==> config.mk <==
export PLATFORM = sky130hd
export DESIGN_NAME = uart_tx_ticked_flat
export DESIGN_NICKNAME = d
export VERILOG_FILES = /design/src/rtl/uart_pkg.sv /design/src/rtl/uart_tx_ticked_if.sv /design/src/rtl/uart_bit_timer.sv /design/src/rtl/uart_tx_ticked.sv /design/src/flat_wrapper.sv
export SDC_FILE = /design/constraint.sdc
export NUM_CORES = 1
export LEC_CHECK = 0
export ABC_AREA = 1
export CORE_UTILIZATION = 50
export DETAILED_ROUTE_END_ITERATION = 10
export PLACE_DENSITY = 0.73
export SETUP_SLACK_MARGIN = 0.5
export SYNTH_ARGS = -nofsm -noshare
export SYNTH_HDL_FRONTEND = slang
export SYNTH_SLANG_ARGS = --single-unit
==> constraint.sdc <==
create_clock -name clk_i -period 2.66 [get_ports clk_i]
set_clock_uncertainty 0.05 [all_clocks]
set_input_delay 0.665 -clock clk_i [delete_from_list [all_inputs] [get_ports clk_i]]
set_output_delay 0.665 -clock clk_i [all_outputs]
set_load 0.01 [all_outputs]
==> src/rtl/uart_pkg.sv <==
// rtl/uart_pkg.sv - shared UART types, widths and sizing helpers
// Contents:
//   UART_DATA_BITS   data bits per frame
//   uart_tx_state_t  transmitter FSM states (PARITY only with UART_TX_PARITY_EN)
//   tick_cnt_width   width of a counter that must hold 0..ticks_per_bit
package uart_pkg;

    localparam int UART_DATA_BITS = 8;

    typedef enum logic [2:0] {
        IDLE,
        ARM,
        START,
        DATA,
`ifdef UART_TX_PARITY_EN
        PARITY,
`endif
        STOP
    } uart_tx_state_t;

    function automatic int tick_cnt_width(input int ticks_per_bit);
        return $clog2(ticks_per_bit + 1);
    endfunction

endpackage

==> src/rtl/uart_tx_ticked_if.sv <==
// rtl/uart_tx_ticked_if.sv - byte handshake between a producer and the UART transmitter
// Signals:
//   data   byte to transmit
//   valid  data is valid
//   ready  transmitter can accept a byte this cycle
// Modports: master (producer), slave (transmitter)
interface uart_tx_ticked_if;

    logic [uart_pkg::UART_DATA_BITS-1:0] data;
    logic                                valid;
    logic                                ready;

    modport master (output data, output valid, input ready);
    modport slave  (input data, input valid, output ready);

endinterface

==> src/rtl/uart_bit_timer.sv <==
// rtl/uart_bit_timer.sv - counts tick pulses and flags the end of each UART bit
// Ports:
//   clk      system clock
//   rst      asynchronous active-high reset
//   tick     single-cycle bit-timing enable
//   clear    hold the count at zero (no bit in progress)
//   bit_end  high in the cycle whose tick completes TICKS_PER_BIT ticks
module uart_bit_timer
    import uart_pkg::*;
#(
    parameter int TICKS_PER_BIT = 8
) (
    input  logic clk,
    input  logic rst,
    input  logic tick,
    input  logic clear,
    output logic bit_end
);

    localparam int CW = tick_cnt_width(TICKS_PER_BIT);
    localparam logic [CW-1:0] LAST_TICK = CW'(TICKS_PER_BIT - 1);

    logic [CW-1:0] tick_cnt;

    // Decoded straight from the tick so the owner can change its line on
    // the very edge that closes the bit; the owner registers the effect.
    assign bit_end = tick && !clear && (tick_cnt == LAST_TICK);

    always_ff @(posedge clk or posedge rst) begin
        if (rst) begin
            tick_cnt <= '0;
        end else if (clear || bit_end) begin
            tick_cnt <= '0;
        end else if (tick) begin
            tick_cnt <= tick_cnt + CW'(1);
        end
    end

endmodule

==> src/rtl/uart_tx_ticked.sv <==
// rtl/uart_tx_ticked.sv - tick-timed UART transmitter: start, 8 data LSB first, [parity], stop bit(s)
// Optional feature macro: UART_TX_PARITY_EN (adds an even parity bit after the data)
// Ports:
//   clk_i   system clock
//   rst_i   asynchronous active-high reset
//   tick_i  single-cycle bit-timing enable
//   bus     byte handshake (data, valid in; ready out)
//   tx_o    serial line, idle high
//   busy_o  a frame is armed or in flight
//   done_o  one-cycle pulse when the last stop bit completes
module uart_tx_ticked
    import uart_pkg::*;
#(
    parameter int TICKS_PER_BIT = 8,
    parameter int STOP_BITS     = 1
) (
    input  logic                   clk_i,
    input  logic                   rst_i,
    input  logic                   tick_i,
    uart_tx_ticked_if.slave        bus,
    output logic                   tx_o,
    output logic                   busy_o,
    output logic                   done_o
);

    localparam logic [2:0] LAST_BIT  = 3'(UART_DATA_BITS - 1);
    localparam logic       STOP_LAST = (STOP_BITS == 2);

    uart_tx_state_t              state;
    logic [UART_DATA_BITS-1:0]   shift;
    logic [2:0]                  bit_cnt;
    logic                        stop_cnt;
    logic                        tx_q;
    logic                        ready_q;
    logic                        busy_q;
    logic                        done_q;
    logic                        bit_end;
    logic                        timer_clear;
`ifdef UART_TX_PARITY_EN
    logic                        parity_q;
`endif

    // No bit is being timed until the start bit begins; the ARM tick itself
    // is the zero point of the tick grid and must not count.
    assign timer_clear = (state == IDLE) || (state == ARM);

    uart_bit_timer #(
        .TICKS_PER_BIT (TICKS_PER_BIT)
    ) u_bit_timer (
        .clk     (clk_i),
        .rst     (rst_i),
        .tick    (tick_i),
        .clear   (timer_clear),
        .bit_end (bit_end)
    );

    always_ff @(posedge clk_i or posedge rst_i) begin
        if (rst_i) begin
            state    <= IDLE;
            shift    <= '0;
            bit_cnt  <= '0;
            stop_cnt <= 1'b0;
            tx_q     <= 1'b1;
            ready_q  <= 1'b1;
            busy_q   <= 1'b0;
            done_q   <= 1'b0;
`ifdef UART_TX_PARITY_EN
            parity_q <= 1'b0;
`endif
        end else begin
            done_q <= 1'b0;
            case (state)
                IDLE: begin
                    if (bus.valid) begin
                        shift   <= bus.data;
                        ready_q <= 1'b0;
                        busy_q  <= 1'b1;
                        state   <= ARM;
`ifdef UART_TX_PARITY_EN
                        parity_q <= ^bus.data;
`endif
                    end
                end
                ARM: begin
                    if (tick_i) begin
                        tx_q  <= 1'b0;
                        state <= START;
                    end
                end
                START: begin
                    if (bit_end) begin
                        tx_q    <= shift[0];
                        bit_cnt <= '0;
                        state   <= DATA;
                    end
                end
                DATA: begin
                    if (bit_end) begin
                        if (bit_cnt == LAST_BIT) begin
`ifdef UART_TX_PARITY_EN
                            tx_q  <= parity_q;
                            state <= PARITY;
`else
                            tx_q     <= 1'b1;
                            stop_cnt <= 1'b0;
                            state    <= STOP;
`endif
                        end else begin
                            shift   <= shift >> 1;
                            tx_q    <= shift[1];
                            bit_cnt <= bit_cnt + 3'd1;
                        end
                    end
                end
`ifdef UART_TX_PARITY_EN
                PARITY: begin
                    if (bit_end) begin
                        tx_q     <= 1'b1;
                        stop_cnt <= 1'b0;
                        state    <= STOP;
                    end
                end
`endif
                STOP: begin
                    if (bit_end) begin
                        if (stop_cnt == STOP_LAST) begin
                            done_q  <= 1'b1;
                            ready_q <= 1'b1;
                            busy_q  <= 1'b0;
                            state   <= IDLE;
                        end else begin
                            stop_cnt <= 1'b1;
                        end
                    end
                end
                default: begin
                    tx_q    <= 1'b1;
                    ready_q <= 1'b1;
                    busy_q  <= 1'b0;
                    state   <= IDLE;
                end
            endcase
        end
    end

    assign tx_o      = tx_q;
    assign busy_o    = busy_q;
    assign done_o    = done_q;
    assign bus.ready = ready_q;

endmodule

==> src/flat_wrapper.sv <==
// flat-port wrapper written by rule: the top's interface ports become plain ports
module uart_tx_ticked_flat import uart_pkg::*;
#(
    parameter int TICKS_PER_BIT = 8,
    parameter int STOP_BITS     = 1
)
  (clk_i, rst_i, tick_i, tx_o, busy_o, done_o, bus_data, bus_valid, bus_ready);
  uart_tx_ticked_if bus_i ();
  input  logic clk_i;
  input  logic rst_i;
  input  logic tick_i;
  output logic tx_o;
  output logic busy_o;
  output logic done_o;
  input wire logic [$bits(bus_i.data)-1:0] bus_data;
  input wire logic [$bits(bus_i.valid)-1:0] bus_valid;
  output wire logic [$bits(bus_i.ready)-1:0] bus_ready;
  assign bus_i.data = bus_data;
  assign bus_i.valid = bus_valid;
  assign bus_ready = bus_i.ready;
  uart_tx_ticked #(.TICKS_PER_BIT(TICKS_PER_BIT), .STOP_BITS(STOP_BITS)) u_core (.clk_i(clk_i), .rst_i(rst_i), .tick_i(tick_i), .bus(bus_i), .tx_o(tx_o), .busy_o(busy_o), .done_o(done_o));
endmodule
Word-level counts from Yosys, hierarchy flattened

Cells that the tools add are included.

Add/sub/neg operators: 2
Multiply operators: 0
Div/mod/pow operators: 0
Magnitude comparators: 0
Equality and inequality tests: 14
Shift-type cells: 0
Muxes and demuxes: 39
Bitwise operators: 2
Reductions and logical operators: 18

Operators by type and width:

| cell                                                                   | count |
|---|---|
| 3-bit 2-to-1 mux                                                       | 10 |
| 8-bit 2-to-1 mux                                                       | 3 |
| 4-bit AND reduction                                                    | 5 |
| 1-bit 2-to-1 mux                                                       | 17 |
| 8-bit one-hot mux with 2 select lines                                  | 1 |
| 3-bit one-hot mux with 5 select lines                                  | 1 |
| 2-bit != test (second input constant)                                  | 7 |
| 4-bit 2-to-1 mux                                                       | 2 |
| 2-bit nonzero test                                                     | 4 |
| 7-bit AND reduction                                                    | 1 |
| 3-bit by 2-bit equality test with 1-bit output (second input constant) | 2 |
| 3-bit equality test (second input constant)                            | 2 |
| 1-bit one-hot mux with 3 select lines                                  | 2 |
| 3-bit one-hot mux with 2 select lines                                  | 1 |
| 4-bit by 1-bit adder with 4-bit output (second input constant)         | 1 |
| 4-bit by 3-bit equality test with 1-bit output (second input constant) | 1 |
| 1-bit one-hot mux with 4 select lines                                  | 1 |
| 3-bit by 1-bit adder with 3-bit output (second input constant)         | 1 |
| 3-bit by 1-bit equality test with 1-bit output (second input constant) | 1 |
| 3-bit zero test                                                        | 1 |
| 3-bit OR reduction                                                     | 1 |
| 1-bit logical AND                                                      | 2 |
| 1-bit logical OR                                                       | 2 |
| 2-bit by 1-bit != test with 1-bit output (second input constant)       | 1 |
| other kinds (4)                                                        | 5 |

Flip-flop bits (word level): 23
Latch bits: 0
Memory bits (writable): 0
Bits in read-only memories: 0
Bits of input ports: 12
Output and inout bits: 4
Logic and storage cells: 84
Memories: 0

Logic depth before layout (Yosys ltp)

Depth in word-level cells: 7
Depth in mapped cells: 9
Mapped depth without buffers: 9

Hierarchy

From an unflattened synthesis, not the netlist that was laid out.

Cells, all modules: 167
Area total of the unflattened synthesis: 1283.7 µm²

By module, submodules not included:

| module         | instances | cells each | area each (µm²) | sequential area each (µm²) |
|---|---|---|---|---|
| uart_tx_ticked | 1         | 136        | 1039.7          | 452.9 |
| uart_bit_timer | 1         | 31         | 244.0           | 100.1 |

Worst setup path before layout

No wires, ideal clock.

Kind: in2reg
Start point: input tick_i
End point: register u_core.shift[0]
Library setup time: 118 ps
Arrival: 1277 ps
Required time: 2492 ps
Path slack: 1215 ps
Cell stages on the path: 7
Buffers on the path: 0
Cells stage by stage: nand2_1 > nor2_1 > nand2_2 > nand2_4 > nand3_4 > nand2_1 > nand2_1

Word-level cells in the longest chain between the ends: 4

RTL lines:

| element                              | line                  | source |
|---|---|---|
| from (decl)                          | flat_wrapper.sv:11    | `input logic tick_i;` |
| 1-bit logical AND (2 in a row)       | uart_bit_timer.sv:27  | `assign bit_end = tick && !clear && (tick_cnt == LAST_TICK);` |
| 2-bit != test (no source line)       | --                    |  |
| 4-bit AND reduction (no source line) | --                    |  |
| to (signal assigned)                 | uart_tx_ticked.sv:75  | `shift <= bus.data;` |
| to (signal assigned)                 | uart_tx_ticked.sv:109 | `shift <= shift >> 1;` |
| to (decl)                            | uart_tx_ticked.sv:30  | `logic [UART_DATA_BITS-1:0] shift;` |

No other way between the ends.
A chain may end at the register's enable or synchronous reset.

Worst setup path after layout

Start point: register u_core.tx_q, in the netlist u_core.tx_o
End point: output tx_o

RTL lines:

| element                | line                  | source |
|---|---|---|
| from (decl)            | uart_tx_ticked.sv:33  | `logic tx_q;` |
| from (signal assigned) | uart_tx_ticked.sv:92  | `tx_q <= shift[0];` |
| from (signal assigned) | uart_tx_ticked.sv:110 | `tx_q <= shift[1];` |
| to (decl)              | flat_wrapper.sv:12    | `output logic tx_o;` |

No word-level cell between the ends.

==> results.sh <==
export IMPL_rsz0062_at_grt="no"
export IMPL_fin_nets=197
export IMPL_critPathKind="reg2out"
export IMPL_path_delay_family="flip-flops"
export IMPL_first_global_vias=1112
export IMPL_vias_per_cell=5.53
export IMPL_fill_cells=209
export IMPL_syn_area_um2=1250
export IMPL_cts_sinks=22
export IMPL_multi_input_area_um2=644
export IMPL_crit_path_end_kind="primary output"
export IMPL_status="finished clean"
export IMPL_p_leak_nw=0.744
export IMPL_ys_ff_latch=22
export IMPL_p_sw_share_pct=47.7
export IMPL_clkTransAtPathRegs_ps=120
export IMPL_layout_drive_gt1_share_pct=11.1
export IMPL_cts_setup_buffers=0
export IMPL_insertion_delay_ps=310
export IMPL_cts_buffers=3
export IMPL_syn_area_per_cell_um2=7.70
export IMPL_crit_cells=1
export IMPL_seqCellArea_um2=553
export IMPL_yosys_warnings=0
export IMPL_drt_iter0_markers=40
export IMPL_ant_nets=0
export IMPL_slew_viol_final=0
export IMPL_wl_per_cell_um=13.0
export IMPL_crit_buf_inv=1
export IMPL_dieArea_um2=2710
export IMPL_clockRootBuffer="clkbuf_4"
export IMPL_layout_cells_non_filler=208
export IMPL_synth_cell_types=25
export IMPL_hold_viol_final=0
export IMPL_p_comb_share_pct=51.7
export IMPL_ioPinCount=16
export IMPL_die_h_um=52.1
export IMPL_final_common_cell="nand2_1"
export IMPL_cp_start_kind="flop"
export IMPL_max_freq_mhz=479
export IMPL_route_detailed_drc=0
export IMPL_synth_nets=179
export IMPL_post_cts_resize_count=0
export IMPL_layout_common_cells="nand2_1, dfrtp_1, nand4_1"
export IMPL_overflow=0
export IMPL_grt_start_max_net_pins=23
export IMPL_syn2layout_area_growth_pct=17.2
export IMPL_grt_pass1_wl_um=4660
export IMPL_routed_via_count=1150
export IMPL_crit_path_max_fanout=2
export IMPL_finalWeightedCongestion=0.885
export IMPL_dp_slack_ps=496
export IMPL_postCtsHoldBufs=0
export IMPL_crit_path_cell_trace="clkdlybuf4s50_1"
export IMPL_coreArea_um2=2300
export IMPL_finalCritPeriodShare_pct=78.5
export IMPL_switching_power_uw=791
export IMPL_max_slew_margin_pct=67.4
export IMPL_fin_ws_ps=571
export IMPL_rr_worst_depth=4
export IMPL_dp_hpwl_um=2010
export IMPL_internal_power_uw=868
export IMPL_synth_seq_area_share_pct=44.1
export IMPL_cts_buffer_depth=2
export IMPL_antenna_cells=0
export IMPL_worst_slew_pin_slew_ps=489
export IMPL_p_clk_share_pct=11.3
export IMPL_port_buffers=15
export IMPL_max_cap_viol_count=0
export IMPL_track_usage_pct=23.3
export IMPL_cts_tree="yes"
export IMPL_max_stage_delay_ps=550
export IMPL_start_util_pct=54.6
export IMPL_required_ps=1950
export IMPL_hold_class="reg2reg"
export IMPL_vdd_drop_max_mv=0.535
export IMPL_dp_cells=204
export IMPL_die_w_um=52.1
export IMPL_synth_cells=163
export IMPL_fin_util_pct=64.1
export IMPL_antenna_found_initial=0
export IMPL_power_density_nw_per_um2=1130
export IMPL_arrival_ps=1370
export IMPL_first_pass_iters=4
export IMPL_h_tree_depth=1
export IMPL_slowest_stage="dfstp_2"
export IMPL_seq_power_share_pct=36.9
export IMPL_min_period_ps=2090
export IMPL_drt_total_wl_um=2710
export IMPL_setup_violations=0
export IMPL_std_cell_rows=17
export IMPL_hold_depth=2
export IMPL_finalSetupTns_ps=0
export IMPL_fin_total_pwr_mw=1.66
-- cell families (layout without fill, tap and decap cells) --
kind of cell | Yosys count | count (layout) | synth area share (%)
xor+xnor | 1 | 1 | 0.698
simple gates | 111 | 111 | 42.3
fa+ha+maj | 4 | 4 | 3.99
compound gates | 10 | 10 | 4.39
flops | 22 | 22 | 44.1
buf+inv | 15 | 32 | 4.59
-- synthesized netlist by cell type (all sizes together) --
| cell | instances | area share, % |
|---|---|---|
| buf | 1 | 0.40 |
| nand3 | 11 | 5.4 |
| nand2 | 67 | 22 |
| ha | 4 | 4.0 |
| dfstp | 2 | 4.2 |
| nor2 | 12 | 4.6 |
| a31oi | 1 | 0.50 |
| nand4 | 16 | 8.0 |
| o21ai | 6 | 2.7 |
| nand3b | 1 | 0.60 |
| inv | 12 | 3.6 |
| a21oi | 3 | 1.2 |
| xor2 | 1 | 0.70 |
| or2 | 1 | 0.50 |
| nor3 | 3 | 1.2 |
| dfrtp | 20 | 40 |
| clkbuf | 2 | 0.60 |
-- cell type report --
cell class                      count  area share (%)
Clock buffer                        4            2.47
Inverter                           12            3.06
Multi-Input combinational cell    126            43.8
Sequential cell                    22            37.6
Tap cell                           28            2.38
Timing Repair Buffer               16            10.7
-- power by group through the flow --
stage	registers (mW)	logic, mW	clock network (mW)
2_1_floorplan	0.565	0.679	0
3_3_place_gp	0.607	0.832	0
3_5_place_dp	0.615	0.855	0
4_1_cts	0.606	0.860	0.192
5_1_grt	0.625	0.977	0.209
6_report	0.613	0.858	0.188
-- state kept, by name (all words and copies together) (netlist names) --
name,count
u_core.shift,8
u_core.u_bit_timer.tick_cnt,4
u_core.bit_cnt,3
u_core.state,3
u_core.bus.ready,1
u_core.busy_o,1
u_core.done_o,1
u_core.tx_o,1
-- final timing paths --
check / start / to / slack, ps
max reg2reg: u_core.state[2] / u_core.bit_cnt[0] / 870
min in group asynchronous: rst_i / u_core.shift[3] / 610
min: u_core.bus.ready / u_core.bus.ready / 420
max: u_core.tx_o / tx_o / 570
max in group asynchronous: rst_i / u_core.tx_o / 1650
min reg2reg: u_core.bus.ready / u_core.bus.ready / 420
-- metrics by stage --
step | instance area (um2) | hold slack (ps)
CTS | 1470 | 430
finish | 1470 | 425
global route | 1470 | 444
global placement | 1440 | 405
floorplan | 1250 | 400
detailed placement | 1440 | 411
-- routing by layer --
metal  wire [um]  up-vias  part of all wire [%]  global-route usage [%]
met3         111        2                   4.1                    2.63
met2        1370       24                    50                    42.9
met5           0        -                     0                       0
li1            -      574                     -                       -
met4          12        0                  0.44                    7.66
met1        1220      550                    45                    27.4
Note: power is estimated with default switching activity, not from simulation.
